===== config.mk =====
export PLATFORM = sky130hd
export DESIGN_NAME = frame_bit_timer
export DESIGN_NICKNAME = d
export VERILOG_FILES = /design/src/rtl/frame_bit_timer.sv
export SDC_FILE = /design/constraint.sdc
export NUM_CORES = 1
export LEC_CHECK = 0
export CAP_MARGIN = 25
export CORE_ASPECT_RATIO = 1.25
export CORE_MARGIN = 8
export CORE_UTILIZATION = 49
export DETAILED_ROUTE_END_ITERATION = 10
export PLACE_DENSITY = 0.75
export SETUP_SLACK_MARGIN = 0.1
export SYNTH_ARGS = -nofsm -noshare
export SYNTH_HDL_FRONTEND = slang
export SYNTH_SLANG_ARGS = --single-unit

===== constraint.sdc =====
create_clock -name CLK -period 1.9 [get_ports CLK]
set_input_delay 0.475 -clock CLK [delete_from_list [all_inputs] [get_ports CLK]]
set_output_delay 0.475 -clock CLK [all_outputs]
set_load 0.01 [all_outputs]

===== src/rtl/frame_bit_timer.sv =====
// rtl/frame_bit_timer.sv - programmable bit-period timer with mid-bit tick and frame-end flag
// Continuous or one-shot frames of FRAME_BITS bit ticks, each DIV enabled clocks long.
module frame_bit_timer #(
  parameter int WIDTH      = 8,
  parameter int FRAME_BITS = 10,
  parameter int BWIDTH     = 4
) (
  input  logic              CLK,
  input  logic              CLR,
  input  logic              CE,
  input  logic              START,
  input  logic              STOP,
  input  logic              ONESHOT,
  input  logic [WIDTH-1:0]  DIV,
  output logic              Semnal,
  output logic              HALF,
  output logic              DONE,
  output logic              BUSY,
  output logic [BWIDTH-1:0] BITIDX
);

  typedef enum logic {IDLE, RUN} state_t;

  state_t           state;
  logic [WIDTH-1:0] cnt;
  logic [WIDTH-1:0] divl;
  logic [WIDTH-1:0] half_at;
  logic             wrap;
  logic             last_bit;

  // Mid-bit point; periods of 0 or 1 put it on the same edge as the wrap.
  always_comb begin
    half_at = '0;
    if (divl >= WIDTH'(2))
      half_at = (divl >> 1) - WIDTH'(1);
  end

  assign wrap     = (cnt == divl - WIDTH'(1));
  assign last_bit = (BITIDX == BWIDTH'(FRAME_BITS - 1));

  always_ff @(posedge CLK or posedge CLR) begin
    if (CLR) begin
      state  <= IDLE;
      cnt    <= '0;
      divl   <= WIDTH'(1);
      BITIDX <= '0;
      Semnal <= 1'b0;
      HALF   <= 1'b0;
      DONE   <= 1'b0;
      BUSY   <= 1'b0;
    end else begin
      Semnal <= 1'b0;
      HALF   <= 1'b0;
      DONE   <= 1'b0;
      if (STOP) begin
        state  <= IDLE;
        cnt    <= '0;
        BITIDX <= '0;
        BUSY   <= 1'b0;
      end else if (START) begin
        state  <= RUN;
        cnt    <= '0;
        BITIDX <= '0;
        divl   <= (DIV == '0) ? WIDTH'(1) : DIV;
        BUSY   <= 1'b1;
      end else if (state == RUN && CE) begin
        if (cnt == half_at)
          HALF <= 1'b1;
        if (wrap) begin
          cnt    <= '0;
          Semnal <= 1'b1;
          if (last_bit) begin
            DONE   <= 1'b1;
            BITIDX <= '0;
            if (ONESHOT) begin
              state <= IDLE;
              BUSY  <= 1'b0;
            end
          end else begin
            BITIDX <= BITIDX + BWIDTH'(1);
          end
        end else begin
          cnt <= cnt + WIDTH'(1);
        end
      end
    end
  end

endmodule


==> impl_results.md <==
- Status: finished with violations
- Failing checks: setup timing
- Die footprint: between 0.005 and 0.006 mm²
- Wirelength per Cell: approximately 17 µm
- First-pass GRT wire length: 8290 µm
- Share of cells above drive strength 1: 0.354
- Area Overhead vs Synth: 43.0%
- Hold WC Path Type: in -> async
- Later-pin clock latency in the skew report: between 0.2 and 0.3 ns
- Synthesized flop and latch total: 24
- YS warnings: 0
- Nets@finish: ~260
- RePlAce Congestion: around 0.89
- Min Tclk post-route: 2.03 ns
- Final ANT Viol Nets: 0
- RSZ-0062 raised after global routing: true
- Antenna Cells: 0
- Crit Path Max Fanout: 7
- Async SR Flop Fraction: 1.00
- Met2 Resource Use GR: 0.319
- First-pass DRT Iterations: 4
- Worst path required time: 2.12 ns
- Pwr/cell area: around 610 mW/mm²
- Initial cell density of the core: 0.516
- Synth area leaders: dfrtp_1 (34%), xnor2_1 (4.7%), xor2_1 (4.7%)
- Worst-margin pin slew: roughly 0.42 ns
- Max Freq: slightly below 500 MHz
- Top cells by count, synth: dfrtp_1 (23), nand2_1 (15), nor3_1 (13)
- Max_slew headroom: 0.719
- CP max-delay cell: dfstp_2
- # clock sinks: 24
- CTS hold repair buffers: 0
- Initial antenna violation count: 0
- CTS H-tree depth: 1
- Met1 GRT Util: 0.225
- Leak: 0.00100 µW
- Residual DRC: 0
- Drt total wl: slightly below 5000 µm
- Top FF cell, synth: dfrtp_1
- Period Utilization, post-route: 1.07
- Max Cap Violations: 0
- Cell count after synthesis: 186
- Setup violators final: 16
- CTS max path bufs: 2
- Std cell rows: 23
- Syn Nets: around 210
- Peak VDD IR: between 0.0006 and 0.0007 V
- Global routing's busiest layer: met2
- Max Slew Vio Count: 0
- Yosys cell types: 46
- Synth Area per Inst: between 9 and 10 µm²
- Total number of vias: 1,677
- Critical path cell sequence: inv_4 > ha_4 > xor2_2 > o211ai_1 > a211oi_2 > buf_4 > and3_4 > a32o_1
- I/O pin cnt: 22
- Vias in the first global route: 1,770
- Startpoint Class: flop
- Setup Crit Path Kind: reg -> reg
- Post-synth EDFFs: 0
- CP endpoint kind: flop
- Worst Skew: 0.00441 ns
- Port Buffers: 21
- TritonCTS clock tree: yes
- Area of the mapped netlist: roughly 0.0017 mm²
- Clock buffer count from CTS: 3
- Die width: between 60 and 70 µm
- Vias per inst: between 5 and 6
- DP HPWL: 3520 µm
- Largest stage delay, worst path: ~0.56 ns
- Root Buffer Master: clkbuf_8
- Final hold vios: 0
- Total GRT Usage: 0.190
- Clock-pin slew on the worst setup and hold paths: 0.09 ns
- Die span in y: approximately 80 µm
- Total design power: 1460 µW
- Worst EP arrival: roughly 2.3 ns
- Core area: roughly 0.0033 mm²
- Setup TNS: -1.54 ns
- M3 GR Usage: 0.0327
- Area leader, netlist: dfrtp_1
- Area share of the largest cell type after synthesis: 0.343
- Worst R2R Path Depth: 8
- Pin count of the biggest net entering global routing: 25
- Grt total ovfl: 0
- Most common cell in the netlist: dfrtp_1
- Worst setup margin: -0.133 ns
- Register area share after synthesis: 0.359
- DRT iter0 DRCs: 97
## state kept, by name (all words and copies together), names as in the netlist
register and flops:
divl 8, BITIDX 4, Semnal 1, cnt 8, state 1, HALF 1, DONE 1
## worst max-delay path: cells and delay by family (launching register included)
family | cells | cell delay (ns)
flip-flops | 1 | 0.56
AO/OA/AOI/OAI | 3 | 0.54
adder cells (fa/ha/maj) | 1 | 0.27
AND/OR/NAND/NOR | 1 | 0.26
buffers and inverters | 2 | 0.21
XOR/XNOR | 1 | 0.14
## timing repair
action,CTS,global route
gates resized for setup,14,12
pin swaps,9,11
cloned,0,0
setup endpoints to repair,16,17
buffers inserted,5,2
## through the flow
step | cells | instance area, µm² | util | setup WS [ns] | hold slack [ns]
global placement | 269 | 2160 | 0.665 | -0.114 | 0.581
detailed placement | 269 | 2160 | 0.665 | -0.159 | 0.576
finish | 280 | 2400 | 0.738 | -0.133 | 0.548
floorplan | 186 | 1700 | - | -0.103 | 0.489
CTS | 278 | 2320 | 0.714 | -0.0727 | 0.567
global route | 280 | 2400 | 0.738 | -0.320 | 0.622
## metal layers
layer | share of wire | wire length, µm
met1 | 0.40 | 1950
met4 | 0.037 | 182
met3 | 0.039 | 188
met2 | 0.53 | 2570
met5 | 0 | 0
## where the power goes
group | leakage [µW] | switching [µW] | total, µW | internal (µW)
logic | 0.000656 | 249 | 518 | 270
clock network | 0.0000288 | 171 | 356 | 185
registers | 0.000316 | 45.1 | 584 | 539
total | 0.00100 | 464 | 1460 | 994
## final cells by class
type                    count  area [µm²]
fillers                   231         853
clock buffers               4        55.1
multi-input cells         145        1140
well taps                  37        46.3
repair buffers             63         526
inverters                   7        28.8
flip-flops and latches     24         602
## path summary, 6_finish.rpt
kind / start / end / slack, ns
max in group asynchronous: CLR / divl[0] / 1.07
worst max register to register: divl[0] / BITIDX[3] / -0.13
worst min-delay path: CLR / divl[4] / 0.55
worst min register to register: BITIDX[3] / BITIDX[3] / 0.60
min in group CLK: BITIDX[3] / BITIDX[3] / 0.60
worst max-delay path: divl[0] / BITIDX[3] / -0.13
## logic make-up (layout without fill, tap and decap cells)
kind of cell | count (synthesis) | after routing | synth area share
simple gates | 83 | 83 | 0.289
compound gates | 29 | 29 | 0.109
flops | 24 | 24 | 0.359
xor+xnor | 18 | 18 | 0.0940
buf+inv | 17 | 74 | 0.0440
mux | 9 | 9 | 0.0604
fa+ha+maj | 6 | 6 | 0.0447
## placed cells by master, fill, tap and decap left out, types with 2 or more instances in the layout
cell type	instances
buf_4	42
dfrtp_1	23
clkdlybuf4s50_1	21
nand2_1	15
xnor2_1	9
a21oi_1	8
xor2_1	8
o21ai_0	8
nor3_2	7
nor2_1	6
nand3_1	6
nor3_1	6
nand4_1	6
mux2_2	5
nor4_2	5
or3_1	4
inv_1	4
ha_1	4
clkbuf_8	4
or2_2	3
and3_1	3
mux2i_1	3
nor2b_1	2
nand2b_1	2
o31ai_1	2
inv_2	2
nand3_2	2
or4_4	2
nor3b_1	2
ha_4	2
Power figures use the tool's default switching activity.
